**src/rtl/sync_fifo_reader.sv**
```systemverilog
// sync_fifo_reader
//
// Read-side drain engine for a synchronous FIFO. It issues FIFO reads
// against the empty flag. A 2-entry skid buffer absorbs the FIFO's
// one-cycle registered read latency. Words are presented on a
// valid/ready stream that supports full backpressure. With a consumer
// that never stalls, the block sustains one word per cycle.
//
// Parameters:
//   WIDTH       data width, must match the FIFO dout width
//   CNT_W       width of the delivered-word counter
//
// Ports:
//   clk         single clock, all state updates on the rising edge
//   rst         synchronous active-high reset
//   en          read enable; when low, no new FIFO reads are issued
//   fifo_empty  FIFO empty flag
//   fifo_dout   FIFO read data, valid the cycle after an accepted read
//   fifo_rd_en  FIFO read strobe (combinational)
//   m_data      output word (head of the skid buffer)
//   m_valid     output word valid
//   m_ready     consumer accepts the word
//   word_count  number of delivered words (handshakes), wraps

module sync_fifo_reader #(
  parameter int WIDTH = 8,
  parameter int CNT_W = 16
) (
  input  logic             clk,
  input  logic             rst,
  input  logic             en,
  input  logic             fifo_empty,
  input  logic [WIDTH-1:0] fifo_dout,
  output logic             fifo_rd_en,
  output logic [WIDTH-1:0] m_data,
  output logic             m_valid,
  input  logic             m_ready,
  output logic [CNT_W-1:0] word_count
);

  logic [1:0]       occ_q, occ_d;
  logic             inflight_q, inflight_d;
  logic             head_q, head_d;
  logic             tail_q, tail_d;
  logic [WIDTH-1:0] buf_q [2];
  logic [WIDTH-1:0] buf_d [2];
  logic [CNT_W-1:0] word_count_q, word_count_d;

  logic             pop;
  logic [1:0]       level;
  logic [1:0]       level_after;

  // Stream side and read throttle.
  // "level" counts words held plus the word already requested from the FIFO.
  // "level_after" also subtracts this cycle's pop.
  // A new read is issued only while level_after stays below 2, so the
  // requested word always has a free slot when it arrives.
  // Subtracting the pop lets the first accept after a stall re-enable reads
  // in the same cycle.
  // level_after is also the next occupancy: every in-flight word is captured
  // this edge and every pop frees a slot.
  always_comb begin
    m_valid     = (occ_q != 2'd0);
    m_data      = buf_q[head_q];
    pop         = m_valid && m_ready;
    level       = occ_q + {1'b0, inflight_q};
    level_after = level - {1'b0, pop};
    fifo_rd_en  = !rst && en && !fifo_empty && (level_after < 2'd2);
  end

  // Next-state computation for the skid buffer.
  // The capture and the pop use separate pointers, so both may happen in the
  // same cycle; occupancy then stays put while both pointers advance.
  always_comb begin
    buf_d        = buf_q;
    tail_d       = tail_q;
    head_d       = head_q;
    word_count_d = word_count_q;
    occ_d        = level_after;
    inflight_d   = fifo_rd_en;
    if (inflight_q) begin
      buf_d[tail_q] = fifo_dout;
      tail_d        = ~tail_q;
    end
    if (pop) begin
      head_d       = ~head_q;
      word_count_d = word_count_q + CNT_W'(1);
    end
  end

  // Control state, cleared by reset.
  // Buffered and in-flight words are discarded on reset. The FIFO is reset
  // alongside this block, so no re-read is needed.
  always_ff @(posedge clk) begin
    if (rst) begin
      occ_q        <= 2'd0;
      inflight_q   <= 1'b0;
      head_q       <= 1'b0;
      tail_q       <= 1'b0;
      word_count_q <= '0;
    end else begin
      occ_q        <= occ_d;
      inflight_q   <= inflight_d;
      head_q       <= head_d;
      tail_q       <= tail_d;
      word_count_q <= word_count_d;
    end
  end

  // Buffer storage carries no reset.
  // Its contents only matter when occupancy says so.
  always_ff @(posedge clk) begin
    buf_q <= buf_d;
  end

  assign word_count = word_count_q;

endmodule

```
**config.mk**
```make
export PLATFORM = sky130hd
export DESIGN_NAME = sync_fifo_reader
export DESIGN_NICKNAME = d
export VERILOG_FILES = /design/src/rtl/sync_fifo_reader.sv
export SDC_FILE = /design/constraint.sdc
export NUM_CORES = 1
export LEC_CHECK = 0
export ABC_AREA = 1
export ABC_CLOCK_PERIOD_IN_PS = 4200
export CORE_MARGIN = 1
export CORE_UTILIZATION = 52
export DETAILED_ROUTE_END_ITERATION = 8
export PLACE_DENSITY = 0.91
export SLEW_MARGIN = 10
export SYNTH_ARGS = -nofsm -noshare
export SYNTH_HDL_FRONTEND = slang
export SYNTH_SLANG_ARGS = --single-unit
```
**constraint.sdc**
```tcl
create_clock -name clk -period 4.2 [get_ports clk]
set_input_delay 0.42 -clock clk [delete_from_list [all_inputs] [get_ports clk]]
set_output_delay 0.42 -clock clk [all_outputs]
set_load 0.02 [all_outputs]
```
Word level (Yosys, flattened, before mapping) --
Cells that the tools add are included.
Operators by class: add/subtract/negate cells 3, magnitude comparators 4, multiplexer cells 6, bitwise gates (word level) 4, reduce and logical (&&, ||, !) cells 8
Operator list (count):
- 2-to-1 mux 8 bit | 4
- adder 16 x 1 -> 16 bit, second input constant | 1
- bitwise mux 16 bit | 1
- demux 8 bit (select 1 bit) | 1
- logical AND 1 bit | 5
- >= comparator 2 bit, second input constant | 2
- inverter 1 -> 2 bit | 2
- adder 2 x 1 -> 2 bit | 1
- logical NOT 1 bit | 2
- < comparator 2 x 1 -> 1 bit, second input constant | 1
- < comparator 2 bit, second input constant | 1
- inverter 1 bit | 2
- nonzero test 2 bit | 1
- subtractor 2 x 1 -> 2 bit | 1
Storage, ports and cells: flip-flop bits (word level) 37, bits of input ports 13, output and inout port bits 26, logic and storage cells 32

Logic depth before layout (Yosys ltp) --
depth in word-level cells 6, depth in mapped cells 9, mapped depth without buffers 9

Worst setup path after synthesis --
No wires, ideal clock.
path type input to output, start in m_ready, end out fifo_rd_en, data arrival time 1.622 ns, setup slack 2.158 ns, stages 8, buffers on the path 1, cell sequence inv_2 -> nor2_8 -> buf_6 -> ha_1 -> inv_1 -> ha_1 -> xor2_1 -> and3_1
Between the ends: word-level cells in the longest chain between the ends 4
Ends and longest elaborated chain:
- start: declaration | line 37 | input logic m_ready,
- logical AND 1 bit | line 65 | pop = m_valid && m_ready;
- net pop | line 49 | logic pop;
- subtractor 2 x 1 -> 2 bit | line 67 | level_after = level - {1'b0, pop};
- < comparator 2 bit | line 68 | fifo_rd_en = !rst && en && !fifo_empty && (level_after < 2'd2);
- logical AND 1 bit | line 68
- end: declaration | line 34 | output logic fifo_rd_en,
The timed path passes the listed nets, and every way through them passes these cells.

Final worst setup path --
start in m_ready, end out fifo_rd_en
Between the ends: word-level cells in the longest chain between the ends 4
Ends and longest elaborated chain (line):
- logical AND 1 bit | 65
- subtractor 2 x 1 -> 2 bit | 67
- < comparator 2 bit | 68
- logical AND 1 bit | 68
No other way between the ends.

==> impl_metrics.sql <==
INSERT INTO impl_metrics (metric_group, metric, value, unit) VALUES
('worst_setup_path', 'setup.worst_path.class', 'in -> out', ''),
('worst_setup_path', 'cp_max_fo', '17', ''),
('cts', 'tritoncts.num_buffers', '5', ''),
('cts', 'cts_hold_buffers', '0', ''),
('timing', 'tightest_slew', '0.647', 'ns'),
('timing', 'fin_ws', '1.13', 'ns'),
('synthesis', 'ys.warnings.count', '0', ''),
('floorplan', 'core', '3030', 'um^2'),
('synthesis', 'yosysMostFrequentCell', 'nand2_1', ''),
('synthesis', 'yosysSeqAreaShare', '0.544', ''),
('cts', 'insertion_delay_to_the_later_sink_of_the_worst_skew_pair', '0.33', 'ns'),
('timing', 'final_max_slew_violation_count', '0', ''),
('worst_setup_path', 'worstPathCellList', 'clkdlybuf4s50_1 > inv_2 > nor2_8 > ha_1 > inv_1 > ha_1 > xor2_1 > and3_1 > clkdlybuf4s50_1', ''),
('floorplan', 'fp.dieW', '58.4', 'um'),
('layout', 'post_route_cells_drive_above_1_share', '0.0897', ''),
('synthesis', 'synth_cell_type_count', '26', ''),
('floorplan', 'fp.dieH', '58.4', 'um'),
('power_and_ir_drop', 'total_power', '0.923', 'mW'),
('floorplan', 'placement_rows', '20', ''),
('detailed_routing', 'ant_nets', '0', ''),
('cts', 'ctsHtreeMaxLevel', '2', ''),
('synthesis', 'synthesis.instances', '191', ''),
('place', 'dp_hpwl', '2320', 'um'),
('synthesis', 'synth.avg_cell_area', '8.67', 'um^2'),
('cts', 'postCtsResizedCells', '0', ''),
('timing', 'hold_viol', '0', ''),
('place', 'pre_cts_ws', '1.14', 'ns'),
('synthesis', 'cell_area_synth', '1660', 'um^2'),
('floorplan', 'die_area', '3410', 'um^2'),
('detailed_routing', 'drt_drc_violations_left', '0', ''),
('timing', 'layout_min_cycle_time', '3.07', 'ns'),
('layout', 'nNetsFinal', '249', ''),
('synthesis', 'synth.ff_latch_count', '37', ''),
('layout', 'syn2layout_area_growth', '28.5', '%'),
('cts', 'clock-root-buffer', 'clkbuf_4', ''),
('cts', 'cts_sinks', '37', ''),
('worst_setup_path', 'cp.required', '3.78', 'ns'),
('timing', 'timing.final.crit_share', '0.732', ''),
('layout', 'n_antenna_cell', '0', ''),
('synthesis', 'ys_top_cells_by_area', 'edfxtp_1 29%, dfxtp_1 25%, nand2_1 12%', ''),
('power_and_ir_drop', 'clock_power_share', '0.193', ''),
('global_route', 'gr-total-overflow', '0', ''),
('power_and_ir_drop', 'p_per_area', '434', 'nW/um^2'),
('job', 'cap_viol_max_count', '0', ''),
('synthesis', 'synth_top_cell_by_area', 'edfxtp_1', ''),
('worst_setup_path', 'peak_per_stage_delay_on_the_critical_path', '0.60', 'ns'),
('timing', 'setup_viol_count_final', '0', ''),
('synthesis', 'synth_fp_nets', '207', ''),
('worst_setup_path', 'setup.worst_path.end_class', 'output pin', ''),
('cts', 'worst_setup_hold_path_clk_slew', '0.10', 'ns'),
('global_route', 'number_of_antenna_violations_at_the_first_check_in_global_routing', '0', ''),
('timing', 'relSlewSlack', '0.567', ''),
('worst_setup_path', 'cp_data_arrival_time', '2.65', 'ns'),
('global_route', 'pin_count_of_the_biggest_net_entering_global_routing', '18', ''),
('detailed_routing', 'wire_per_inst', '11.2', 'um'),
('global_route', 'global_route.usage.total', '0.198', ''),
('status', 'outcome', 'completed', ''),
('cts', 'clk_path_buf_depth', '2', ''),
('global_route', 'grt_pass1_vias', '1191', ''),
('worst_setup_path', 'critical-path-top-delay-family', 'buffers and inverters', ''),
('global_route', 'wire_length_of_the_first_global_routing_pass', '4930', 'um'),
('power_and_ir_drop', 'power_report.internal_total', '0.603', 'mW'),
('place', 'io_buffers', '38', ''),
('power_and_ir_drop', 'power_leakage', '0.828', 'nW'),
('power_and_ir_drop', 'combPwrFrac', '0.329', ''),
('power_and_ir_drop', 'p_switching', '0.319', 'mW'),
('cts', 'cts_tree', 'built', ''),
('detailed_routing', 'detailedRoute.firstPassIterationCount', '6', ''),
('power_and_ir_drop', 'share_of_power_burned_in_registers', '0.478', ''),
('worst_setup_path', 'crit_buf_inv', '4', ''),
('synthesis', 'share_of_flip_flops_with_an_asynchronous_set_or_reset', '0', '');
placed cells by master, fill, tap and decap left out, types with 5 or more instances in the layout:
cell / count
nor2_1: 26
edfxtp_1: 16
a21oi_1: 9
o21ai_0: 6
dfxtp_1: 21
nand3_1: 5
clkdlybuf4s50_1: 38
clkbuf_4: 5
inv_1: 20
nor2_4: 5
nand2_1: 54
sequential cells by signal, indices dropped and copies added, names as in the netlist:
| signal | flops |
|---|---|
| occ_q | 2 |
| tail_q | 1 |
| buf_q | 16 |
| word_count | 16 |
| inflight_q | 1 |
| head_q | 1 |
metal layers:
layer / track usage / vias up / wire, um
li1: - / 696 / -
met1: 0.237 / 626 / 1410
met2: 0.337 / 36 / 1540
met3: 0.0418 / 4 / 112
met4: 0.105 / 0 / 43
met5: 0 / - / 0
worst paths after layout:
check / startpoint / end / slack [ns] / cells past startpoint
worst max register to register: occ_q[1]$_SDFF_PP0_ / inflight_q$_SDFF_PP0_ / 2.58 / 7
worst max-delay path: m_ready / fifo_rd_en / 1.13 / 9
worst min register to register: word_count[15]$_SDFFE_PP0P_ / word_count[15]$_SDFFE_PP0P_ / 0.51 / 2
worst min-delay path: word_count[15]$_SDFFE_PP0P_ / word_count[15]$_SDFFE_PP0P_ / 0.51 / 2
logic make-up (layout without fill, tap and decap cells):
logic type | count (synthesis) | after routing | synth area share
buf+inv | 27 | 70 | 0.0665
fa+ha+maj | 3 | 3 | 0.0227
flops | 37 | 37 | 0.544
xor+xnor | 3 | 3 | 0.0159
compound gates | 19 | 19 | 0.0620
simple gates | 102 | 102 | 0.289
power groups by stage:
stage / clock network, mW / registers [mW] / logic, mW
floorplan: 0 / 0.443 / 0.195
global placement: 0 / 0.446 / 0.296
detailed placement: 0 / 0.449 / 0.306
CTS: 0.182 / 0.441 / 0.308
global route: 0.199 / 0.445 / 0.334
finish: 0.178 / 0.441 / 0.303
worst reg2reg max path: cells and delay by family (launching register included):
kind,cells,cell delay (ns)
AND/OR/NAND/NOR,3,0.47
buffers and inverters,1,0.05
adder cells (fa/ha/maj),2,0.43
flip-flops,1,0.41
XOR/XNOR,1,0.21
stage by stage:
stage	instance area (um^2)	instances
finish	2130	278
global placement	2070	270
global route	2130	278
detailed placement	2070	270
floorplan	1660	191
CTS	2130	278
final cells by class:
cell class | count | area [um^2] | area share
flip-flops and latches | 37 | 901 | 0.424
multi-input cells | 127 | 644 | 0.303
repair buffers | 38 | 380 | 0.179
inverters | 24 | 90.1 | 0.0424
well taps | 44 | 55.1 | 0.0259
clock buffers | 6 | 41.3 | 0.0194
clock inverters | 2 | 15.0 | 0.00706
Note: power is estimated with default switching activity, not from simulation.
